$ cat config.mk
export PLATFORM = sky130hd
export DESIGN_NAME = multi_clock_gate_ctrl
export DESIGN_NICKNAME = d
export VERILOG_FILES = /design/src/rtl/multi_clock_gate_ctrl.sv
export SDC_FILE = /design/constraint.sdc
export NUM_CORES = 1
export LEC_CHECK = 0
export BUFFER_PORTS_ARGS = -buffer_cell sky130_fd_sc_hd__buf_2
export CORE_UTILIZATION = 30
export DETAILED_ROUTE_END_ITERATION = 7
export GPL_TIMING_DRIVEN = 0
export PLACE_DENSITY_LB_ADDON = 0.25
export SLEW_MARGIN = 20
export SYNTH_ARGS = -nofsm -noshare
export SYNTH_HDL_FRONTEND = slang
export SYNTH_SLANG_ARGS = --single-unit
$ cat constraint.sdc
create_clock -name CLK -period 3.96 [get_ports CLK]
set_clock_uncertainty 0.1 [all_clocks]
set_input_delay 0.792 -clock CLK [delete_from_list [all_inputs] [get_ports CLK]]
set_output_delay 0.792 -clock CLK [all_outputs]
set_load 0.02 [all_outputs]
$ cat src/rtl/multi_clock_gate_ctrl.sv
// -----------------------------------------------------------------------------
// multi_clock_gate_ctrl
//   Multi-channel clock-gating controller. Each channel runs its own
//   OFF/WAKE/ON/IDLE state machine. It wakes on activity, delivers WAKE_CYC
//   gated cycles before acknowledging, and gates off after IDLE_LIMIT idle
//   cycles. Each gated clock is built from a latch that is transparent while
//   CLK is low, followed by an AND gate, so the gated clock cannot glitch.
//
// Ports
//   CLK          source clock for all channels
//   RST          asynchronous active-high reset
//   GLOBAL_EN    master enable; low forces every channel to OFF at the next edge
//   CH_REQ       per-channel clock request (level)
//   CH_BUSY      per-channel busy flag; keeps the clock on
//   CH_FORCE_ON  per-channel debug override; keeps the clock on
//   IDLE_LIMIT   idle cycles tolerated before gating off (shared)
//   GATED_CLK    gated clock per channel
//   CH_ACK       channel clock is stable and running
//   GATE_EN      registered-state enable presented to each latch
//   CH_STATE     per-channel state, channel i at bits [2i+1:2i]
//
// Handshake: CH_REQ is a level. CH_ACK rises once the channel has spent one
// full cycle in ON. It stays high while the channel remains in ON. It falls on
// the same edge that takes the channel out of ON.
// -----------------------------------------------------------------------------
`timescale 1ns/1ps
module multi_clock_gate_ctrl #(
  parameter int NUM_CH   = 4,
  parameter int CNT_W    = 8,
  parameter int WAKE_CYC = 2
) (
  input  logic                CLK,
  input  logic                RST,
  input  logic                GLOBAL_EN,
  input  logic [NUM_CH-1:0]   CH_REQ,
  input  logic [NUM_CH-1:0]   CH_BUSY,
  input  logic [NUM_CH-1:0]   CH_FORCE_ON,
  input  logic [CNT_W-1:0]    IDLE_LIMIT,
  output logic [NUM_CH-1:0]   GATED_CLK,
  output logic [NUM_CH-1:0]   CH_ACK,
  output logic [NUM_CH-1:0]   GATE_EN,
  output logic [2*NUM_CH-1:0] CH_STATE
);

  typedef enum logic [1:0] {
    ST_OFF  = 2'b00,
    ST_WAKE = 2'b01,
    ST_ON   = 2'b10,
    ST_IDLE = 2'b11
  } state_e;

  localparam logic [3:0]       WAKE_LAST = 4'(WAKE_CYC - 1);
  localparam logic [CNT_W-1:0] IDLE_MAX  = '1;
  localparam logic [CNT_W:0]   ONE_X     = 1;

  state_e           state_q [NUM_CH];
  state_e           state_d [NUM_CH];
  logic [3:0]       wake_q  [NUM_CH];
  logic [3:0]       wake_d  [NUM_CH];
  logic [CNT_W-1:0] idle_q  [NUM_CH];
  logic [CNT_W-1:0] idle_d  [NUM_CH];
  logic [NUM_CH-1:0] ack_q, ack_d;
  logic [NUM_CH-1:0] latch_q;
  logic [NUM_CH-1:0] act;

  assign act = CH_REQ | CH_BUSY | CH_FORCE_ON;

  // Next-state logic, one independent FSM per channel.
  always_comb begin
    for (int i = 0; i < NUM_CH; i++) begin
      state_d[i] = state_q[i];
      wake_d[i]  = wake_q[i];
      idle_d[i]  = idle_q[i];
      if (!GLOBAL_EN) begin
        state_d[i] = ST_OFF;
      end else begin
        case (state_q[i])
          ST_OFF: begin
            if (act[i]) begin
              state_d[i] = ST_WAKE;
              wake_d[i]  = '0;
            end
          end
          ST_WAKE: begin
            // The request is ignored here on purpose: a wake-up always completes.
            if (wake_q[i] == WAKE_LAST) state_d[i] = ST_ON;
            else                        wake_d[i]  = wake_q[i] + 4'd1;
          end
          ST_ON: begin
            if (!act[i]) begin
              if (IDLE_LIMIT == '0) begin
                state_d[i] = ST_OFF;
              end else begin
                state_d[i] = ST_IDLE;
                idle_d[i]  = '0;
              end
            end
          end
          ST_IDLE: begin
            if (act[i]) begin
              state_d[i] = ST_ON;
            // Compare one bit wider so that a limit lowered below the current
            // count (including 0) still forces OFF at the next edge.
            end else if (({1'b0, idle_q[i]} + ONE_X) >= {1'b0, IDLE_LIMIT}) begin
              state_d[i] = ST_OFF;
            end else if (idle_q[i] != IDLE_MAX) begin
              idle_d[i] = idle_q[i] + 1'b1;
            end
          end
          default: state_d[i] = ST_OFF;
        endcase
      end
      // Acknowledge only after one full ON cycle, and drop it when leaving ON.
      ack_d[i] = (state_q[i] == ST_ON) && (state_d[i] == ST_ON);
    end
  end

  always_ff @(posedge CLK or posedge RST) begin
    if (RST) begin
      for (int i = 0; i < NUM_CH; i++) begin
        state_q[i] <= ST_OFF;
        wake_q[i]  <= '0;
        idle_q[i]  <= '0;
      end
      ack_q <= '0;
    end else begin
      for (int i = 0; i < NUM_CH; i++) begin
        state_q[i] <= state_d[i];
        wake_q[i]  <= wake_d[i];
        idle_q[i]  <= idle_d[i];
      end
      ack_q <= ack_d;
    end
  end

  // Decode outputs from the registered state only.
  always_comb begin
    GATE_EN  = '0;
    CH_STATE = '0;
    for (int i = 0; i < NUM_CH; i++) begin
      GATE_EN[i]         = (state_q[i] != ST_OFF);
      CH_STATE[2*i +: 2] = state_q[i];
    end
  end

  assign CH_ACK = ack_q;

  // Clock-gate latch: it follows GATE_EN only while CLK is low. Enable changes
  // made during the high phase therefore cannot chop a pulse. Reset clears the
  // latch at once, even in mid-pulse.
  always_latch begin
    if (RST)       latch_q <= '0;
    else if (!CLK) latch_q <= GATE_EN;
  end

  assign GATED_CLK = {NUM_CH{CLK}} & latch_q;

endmodule
Yosys cells after proc, flatten, opt, wreduce, memory -nomap -nowiden
Cells that the tools add are included.

Order comparisons: 4. Equality and inequality tests: 52. Add/subtract/negate cells: 12. Reductions and logical operators: 29. Multiplexer cells: 66. Bitwise logic cells: 3.

Operator list (count): 8-bit 2-to-1 mux (17); 8-bit case mux with 2 select lines (4); 2-bit != test (second input constant) (28); 2-bit 2-to-1 mux (25); 4-bit 2-to-1 mux (12); 8-bit by 1-bit adder with 9-bit output (second input constant) (4); 9-bit by 8-bit greater-or-equal comparator with 1-bit output (4); 8-bit by 1-bit adder with 8-bit output (second input constant) (4); 8-bit != test (second input constant) (4); 2-bit case mux with 4 select lines (4); 4-bit case mux with 2 select lines (4); 7-bit AND reduction (4); 2-bit equality test (second input constant) (12); 2-bit nonzero test (12); 4-bit by 1-bit adder with 4-bit output (second input constant) (4); 4-bit by 1-bit equality test with 1-bit output (second input constant) (4); 4-bit AND reduction (4); 2-bit by 1-bit equality test with 1-bit output (second input constant) (4); 2-bit logical NOT (4); 8-bit logical NOT (1); 4-bit bitwise OR (2); 4-bit AND (1); 1-bit logical AND (4).

Register bits after elaboration: 60. Latch bits: 4. Input port bits: 23.

Longest topological paths before layout
Gate-level depths: netlist (run 1).

Depth after elaboration: 8. Mapped depth: 12. Gate-level depth less buffers: 11.

==> impl_results.md, run 1 <==
- Relative slew slack: 47.4%
- CP endpoint kind: primary output
- Area of the die: 14900 um2
- GR Util All Layers: 17.2%
- Mapped cell area: 4320 um2
- Critical path arrival: 3050 ps
- Ys flop type: dfrtp_1
- Share of Yosys cell area claimed by the top area cell type: 34.7%
- Starting Density: 30.9%
- Via density: 5.16
- Metal2 WL: 5310 um
- Ys Warns: 0
- HPWL after detailed placement: 7980 um
- Avg WL per Cell: 15.3 um
- Hold Violations, Final: 0
- Crit Path Class: clock port to primary output
- #FFs+latches synth: 64
- Power Total: 3.58 mW
- DR vias: 3805
- Area delta synth->final: 27.9%
- Slew Viols, Final: 0
- DR pass1 iterations: 4
- Post-route ant nets: 0
- Cell area after layout: 5530 um2
- RSZ-0062 raised after global routing: true
- R2r setup slk: 560 ps
- Synth area leader: dfrtp_1
- RePlAce Congestion: 0.837
- Clk Latency, worst-skew pair: 570 ps
- Post-CTS setup repair buffer count: 0
- Largest net degree at the start of global routing: 35
- Fin worst setup slack: 21.6 ps
- Net count, final: 619
- Remaining global-route overflow: 0
- Num ports: 43
- Initial antenna violation count: 0
- Most frequent cells in the layout: dfrtp_1, nand2_1, ha_1
- CTS tree: built
- Residual DRC: 0
- Worst slew pin tran: 784 ps
- Crit path max fanout: 3
- Commonest non-fill, non-tap cell in the layout: dfrtp_1
- Cells after Synth: 481
- Routed met1 length: 5220 um
- Ys async rst share: 93.8%
- Hold Path Class: primary input to clock gate
- Post-synth cell types: 60
- Mapped Nets: 548
- Crit path launch type: clock port
- Placement row count: 43
- Status: finished, final reports clean
- Total wire length: 11300 um
- Pwr Density: 648 nW/um2
- DR top layer: met4
- Die span in y: 122 um
- Final setup TNS: 0 ps
- Endpoints failing setup: 0
- Leak pwr: 2.68 nW
- Final core utilization: 39.5%
- Top post-synthesis cells by area: dfrtp_1, ha_1, nand3_1
- DP Area: 4770 um2
- DP Worst Slack: 502 ps
- IO Port Bufs: 41
- Worst EP required: 3070 ps
- First-pass GRT wire length: 18700 um
- VDD IR-drop max: 0.240 mV
- 1st-iter DRT viols: 271
- Max cap viols: 0
- Share of layout cells above drive strength 1: 17.9%
- Vias in the first global route: 3745
- Antenna diodes: 0
- Core area: 14000 um2
- Die X: 122 um
- Mean Syn Cell Area: 8.98 um2
- Met3 WL: 554 um
- EDFF count, synth: 0
-- power by group --
group	switching [mW]	leakage [nW]	internal (mW)
registers	0.185	0.804	0.793
logic	0.603	1.48	0.371
clock network	0.452	0.395	1.18
total	1.24	2.68	2.34
-- sequential cells by signal (all words and copies together) (netlist names) --
register / flops
CH_ACK: 4
CH_STATE: 8
idle_q: 32
latch_q: 4
wake_q: 16
-- area by class of cell --
class / count / area (um2)
plain buffers: 14 / 55.1
clock buffers: 35 / 723
clock inverters: 2 / 22.5
fillers: 1364 / 8460
inverters: 34 / 130
multi-input cells: 369 / 2580
flip-flops and latches: 64 / 1560
well taps: 180 / 225
repair buffers: 40 / 225
-- worst max-delay path, stage by stage --
cell and delay, ps:
clkbuf_16 130, clkbuf_16 130, clkbuf_16 130, clkbuf_16 130, clkbuf_16 130, clkbuf_16 130
and2_1 150, buf_6 130
-- per-stage QoR --
| stage | instances | hold WS (ps) |
|---|---|---|
| global route | 738 | 401 |
| floorplan | 481 | -559 |
| detailed placement | 703 | -657 |
| CTS | 738 | 334 |
| global placement | 702 | 5.09 |
| finish | 738 | 299 |
-- path summary, 6_finish.rpt --
| path | start | end | cells past startpoint |
|---|---|---|---|
| max reg2reg | CH_STATE[6] | latch_q[3] | 3 |
| max in group gated | RST | clock gate | 5 |
| min reg2reg | idle_q[21] | idle_q[21] | 2 |
| max | CLK | GATED_CLK[0] | 8 |
| min | RST | clock gate | 5 |
| min in group asynchronous | RST | idle_q[15] | 4 |
| max in group asynchronous | RST | idle_q[2] | 5 |
| min in group CLK | CH_FORCE_ON[0] | CH_ACK[0] | 3 |
-- kinds of logic after synthesis --
group / count (synthesis) / synth area share, %
simple gates: 188 / 23.2
compound gates: 96 / 14.7
flops: 60 / 34.7
buf+inv: 48 / 4.23
fa+ha+maj: 44 / 12.7
xor+xnor: 28 / 5.67
mux: 13 / 3.33
latches: 4 / 1.39
-- synthesized netlist by cell type, types with 6 or more instances --
library cell and n:
nor3_1 9, and3_1 6, or3_1 6, nand3_1 40, and2_1 7, mux2i_1 8, inv_1 33, ha_1 44
o21ai_0 31, xnor2_1 15, a31oi_1 11, nand4_1 9, dfrtp_1 60, clkbuf_1 10, nand2b_1 8, a21o_1 6
xor2_1 13, a21oi_1 20, nor2_1 28, nand2_1 45
-- timing repair --
item / 4_1_cts / 5_1_grt
setup endpoints to repair: 8 / 6
resized for setup: 9 / 2
hold buffers: 2 / 0
pin swaps: 2 / 1
endpoints found under the hold margin: 1 / 0
-- per-layer routing --
metal / track usage [%] / vias to the layer above
li1: - / 1863
met1: 21.2 / 1832
met2: 25.0 / 95
met3: 6.27 / 15
met4: 11.5 / 0
met5: 0 / -
Note: power is estimated with default switching activity, not from simulation.
==> run 2, diff against run 1 <==
--- a/config.mk
+++ b/config.mk
@@ -5,11 +5,12 @@
 export SDC_FILE = /design/constraint.sdc
 export NUM_CORES = 1
 export LEC_CHECK = 0
-export BUFFER_PORTS_ARGS = -buffer_cell sky130_fd_sc_hd__buf_2
+export BUFFER_PORTS_ARGS = -buffer_cell sky130_fd_sc_hd__buf_4
 export CORE_UTILIZATION = 30
 export DETAILED_ROUTE_END_ITERATION = 7
 export GPL_TIMING_DRIVEN = 0
 export PLACE_DENSITY_LB_ADDON = 0.25
+export REMOVE_ABC_BUFFERS = 1
 export SLEW_MARGIN = 20
 export SYNTH_ARGS = -nofsm -noshare
 export SYNTH_HDL_FRONTEND = slang
==> run 2 against run 1 <==
Compared with the run above:
- flip-flop and latch count stayed put
- sequential power rose by 7%
- register-to-register slack gained 160 ps
- clock power up 9%
- power rose by 4.4%
- critical path depth unchanged
- largest cell class unchanged
==> impl_results.md, run 2 (synthesis gave the netlist of run 1 again) <==
- Register area: 1560 um2
- Reg with most FFs: idle_q
- Max stage delay on crit path: 150 ps
- Net count, final: 606
- Slew Viols, Final: 0
- Critical path buffers and inverters: 7
- Status: finished, final reports clean
- Pwr Density: 664 nW/um2
- HPWL after detailed placement: 7560 um
- Critical Path, Cell by Cell: clkbuf_16 > clkbuf_16 > clkbuf_16 > clkbuf_16 > clkbuf_16 > clkbuf_16 > and2_4 > buf_6
- Via density: 5.18
- Avg WL per Cell: 15.4 um
- Critical path arrival: 3050 ps
- DR pass1 iterations: 4
- Die span in y: 122 um
- FILL cells: 1376
- DR vias: 3759
- Share of layout cells above drive strength 1: 18.9%
- CP endpoint kind: primary output
- DP Area: 4830 um2
- Leak pwr: 2.71 nW
- Max cap viols: 0
- Slowest stage cell, crit path: and2_4
- Crit path launch type: clock port
- Largest delay share family, worst path: buffers and inverters
- Worst slew pin tran: 777 ps
- Post-route ant nets: 0
- Final hold slack: 10.3 ps
- Clk Latency, worst-skew pair: 560 ps
- GR Util All Layers: 17.6%
- VDD IR-drop max: 0.312 mV
- Starting Density: 30.9%
- Worst EP required: 3070 ps
- Vias in the first global route: 3779
- Post-CTS setup repair buffer count: 0
- Commonest non-fill, non-tap cell in the layout: dfrtp_1
- Initial antenna violation count: 0
- Hold Violations, Final: 0
- Hold Path Class: primary input to clock gate
- Antenna diodes: 0
- Area delta synth->final: 30.3%
- First-pass GRT wire length: 20400 um
- Placement row count: 43
- Largest net degree at the start of global routing: 33
- Area of the die: 14900 um2
- Residual DRC: 0
- Area of the multi-input gates: 2590 um2
- Final core utilization: 40.2%
- RSZ-0062 raised after global routing: true
- RePlAce Congestion: 0.834
- Most common cell on crit path: clkbuf_16
- Relative slew slack: 47.8%
- 1st-iter DRT viols: 446
- Total wire length: 11200 um
- Num ports: 43
- Endpoints failing setup: 0
- Power Total: 3.74 mW
- Die X: 122 um
- Remaining global-route overflow: 0
- CTS tree: built
- IO Port Bufs: 42
- Crit path max fanout: 3
- Crit Path Class: clock port to primary output
- Cell area after layout: 5630 um2
- Max FFs per register: 32
- Core area: 14000 um2
- Most frequent cells in the layout: dfrtp_1, nand2_1, ha_1
run 2: what timing repair did:
item,in CTS,in global routing
pin swaps,1,2
hold buffers,2,0
endpoints found under the setup margin,8,8
endpoints found under the hold margin,1,0
gates resized for setup,8,0
cloned,0,0
run 2: per-layer routing:
layer / GRT usage, % / part of all wire, %
met2: 25.4 / 46
met3: 3.46 / 3.8
met5: 0 / 0
met4: 7.25 / 2.9
met1: 25.3 / 48
run 2: layout make-up:
cell class | instances | share of cell area [%]
Inverter | 34 | 2.31
Multi-Input combinational cell | 369 | 46.0
Timing Repair Buffer | 41 | 5.78
Clock buffer | 32 | 12.6
Clock inverter | 5 | 1.56
Sequential cell | 64 | 27.7
Tap cell | 180 | 4.00
run 2: stage by stage:
| stage | setup WS [ps] | instances | setup TNS [ps] |
|---|---|---|---|
| 6_report | 16.0 | 725 | 0 |
| 5_1_grt | -26.5 | 725 | -62.2 |
| 4_1_cts | 7.00 | 725 | 0 |
| 3_5_place_dp | 526 | 690 | 0 |
| 3_3_place_gp | 519 | 689 | 0 |
| 2_1_floorplan | 584 | 467 | 0 |
run 2: path summary, 6_finish.rpt:
kind | slack, ps | from | end | cells after the start
worst max-delay path | 20 | CLK | GATED_CLK[0] | 8
min in group asynchronous | 1320 | RST | CH_STATE[5] | 4
max in group asynchronous | 1920 | RST | idle_q[5] | 5
worst min register to register | 430 | idle_q[23] | idle_q[23] | 2
worst max register to register | 720 | CH_STATE[6] | latch_q[3] | 2
worst min-delay path | 10 | RST | clock gate | 4
min in group CLK | 390 | CH_FORCE_ON[0] | CH_ACK[0] | 3
max in group gated | 1570 | RST | clock gate | 4
run 2: power by group:
part | switching [mW] | total [mW] | internal, mW
clock | 0.467 | 1.77 | 1.31
combinational | 0.524 | 0.916 | 0.392
sequential | 0.258 | 1.05 | 0.791
run 2: worst register-to-register path, stage by stage (launching register included):
cell,delay (ps)
dfrtp_1,560
nor2_1,450
nor2_1,70
==> run 3, diff against run 2 <==
--- a/config.mk
+++ b/config.mk
@@ -9,7 +9,6 @@
 export CORE_UTILIZATION = 30
 export DETAILED_ROUTE_END_ITERATION = 7
 export GPL_TIMING_DRIVEN = 0
-export PLACE_DENSITY_LB_ADDON = 0.25
 export REMOVE_ABC_BUFFERS = 1
 export SLEW_MARGIN = 20
 export SYNTH_ARGS = -nofsm -noshare
==> run 3 against run 2 <==
Compared with the run above:
- worst setup slack got worse by 130 ps
- critical endpoint is now GATED_CLK[3]
- worst hold slack improved by 120 ps
- die area unchanged
- clock power decreased by 6%
- largest power group unchanged
- flip-flop and latch count unchanged
- sequential power about the same
- sequential share of layout area increased by 0.17 points
- the run now ends with setup timing left
==> impl_results.md, run 3 (synthesis gave the netlist of run 1 again) <==
- Clock slew at reported path FFs: 30 ps
- Status: finished with violations
- Num ports: 43
- Critical path arrival: 3190 ps
- Commonest non-fill, non-tap cell in the layout: dfrtp_1
- Initial antenna violation count: 0
- Worst EP required: 3070 ps
- Reg-to-reg endpoint: idle_q[29]
- Area of the die: 14900 um2
- First-pass GRT wire length: 18600 um
- Reg with most FFs: idle_q
- Crit Path Class: latch to primary output
- Slowest stage cell, crit path: dlxtp_1
- VDD IR-drop max: 0.273 mV
- Clk Latency, worst-skew pair: 560 ps
- DR vias: 3757
- Vias in the first global route: 3820
- Placement row count: 43
- Max cap viols: 0
- 1st-iter DRT viols: 261
- Fin worst setup slack: -117 ps
- Antenna diodes: 0
- Avg WL per Cell: 15.2 um
- GR Util All Layers: 16.9%
- Max FFs per register: 32
- Final setup TNS: -356 ps
- Failing checks: setup timing
- Worst r2r src: idle_q[26]
- Die X: 122 um
- Remaining global-route overflow: 0
- Area delta synth->final: 29.4%
- Worst Hold Depth: 5
- Total wire length: 11000 um
- FILL cells: 1334
- Final core utilization: 40.0%
- Slew Viols, Final: 0
- Hold Violations, Final: 0
- Register area: 1560 um2
- Dpl cells: 690
- Crit path launch type: latch
- Net count, final: 606
- DP Worst Slack: 520 ps
- Pwr Density: 649 nW/um2
- CP endpoint kind: primary output
- Max stage delay on crit path: 330 ps
- Crit path max fanout: 1
- CTS tree: built
- R2r setup slk: 690 ps
- Leak pwr: 2.69 nW
- Post-CTS setup repair buffer count: 0
- Via density: 5.18
- Post-route insts no fill: 725
- FF-to-FF path depth: 11
- Starting Density: 30.9%
- Most frequent cells in the layout: dfrtp_1, nand2_1, ha_1
- Power Total: 3.63 mW
- Share of layout cells above drive strength 1: 18.5%
- Critical Path, Cell by Cell: and2_4 > buf_6
- Die span in y: 122 um
- RePlAce Congestion: 0.848
- Relative slew slack: 55.1%
- Endpoints failing setup: 8
- Core area: 14000 um2
- HPWL after detailed placement: 7650 um
- Hold Path Class: primary input to clock gate
- Area of the multi-input gates: 2590 um2
- IO Port Bufs: 42
- Post-route ant nets: 0
- RSZ-0062 raised after global routing: true
- DR pass1 iterations: 4
- Min-delay src: RST
- Worst slew pin tran: 668 ps
- Largest net degree at the start of global routing: 38
- Residual DRC: 0
## run 3: per-layer routing
metal | GRT usage [%] | up-vias | wire (um)
met5 | 0 | - | 0
met4 | 11.0 | 0 | 287
met3 | 7.26 | 27 | 473
met2 | 25.2 | 79 | 5230
met1 | 19.8 | 1809 | 5030
li1 | - | 1842 | -
## run 3: through the flow
stage	hold slack (ps)	cell area (um2)
after floorplan	-559	4270
after global placement	-50.6	4810
after detailed placement	-737	4830
after CTS	157	5590
after global routing	227	5590
final	135	5590
## run 3: area by class of cell
class / count / area share [%]
clock buffer: 36 / 13.4
sequential: 64 / 27.9
tap: 180 / 4.03
inverter: 34 / 2.33
multi-input combinational: 369 / 46.3
clock inverter: 1 / 0.313
timing repair buffer: 41 / 5.82
## run 3: report_power, final
part	switching, mW	total, mW	leakage [nW]	internal (mW)
Combinational	0.525	0.918	1.48	0.393
Clock	0.456	1.67	0.406	1.21
Sequential	0.254	1.05	0.804	0.791
Total	1.23	3.63	2.69	2.40
## run 3: how the worst max path moves through the flow
stage / slack [ps] / to / startpoint
finish: -120 / GATED_CLK[3] / latch_q[3]
global route: -150 / GATED_CLK[3] / latch_q[3]
CTS: -120 / GATED_CLK[3] / latch_q[3]
detailed placement: 520 / GATED_CLK[3] / latch_q[3]
global placement: 520 / GATED_CLK[3] / latch_q[3]
floorplan: 580 / GATED_CLK[0] / latch_q[0]
## run 3: critical path: cells and delay by family (launching register included)
kind | cells | cell delay [ps]
buf+inv | 1 | 110
latches | 1 | 330
simple gates | 1 | 140
## run 3: what timing repair did
action | 4_1_cts | 5_1_grt
pin swaps | 4 | 1
hold buffers | 2 | 0
setup endpoints to repair | 8 | 8
endpoints found under the hold margin | 1 | 0
gates resized for setup | 8 | 0
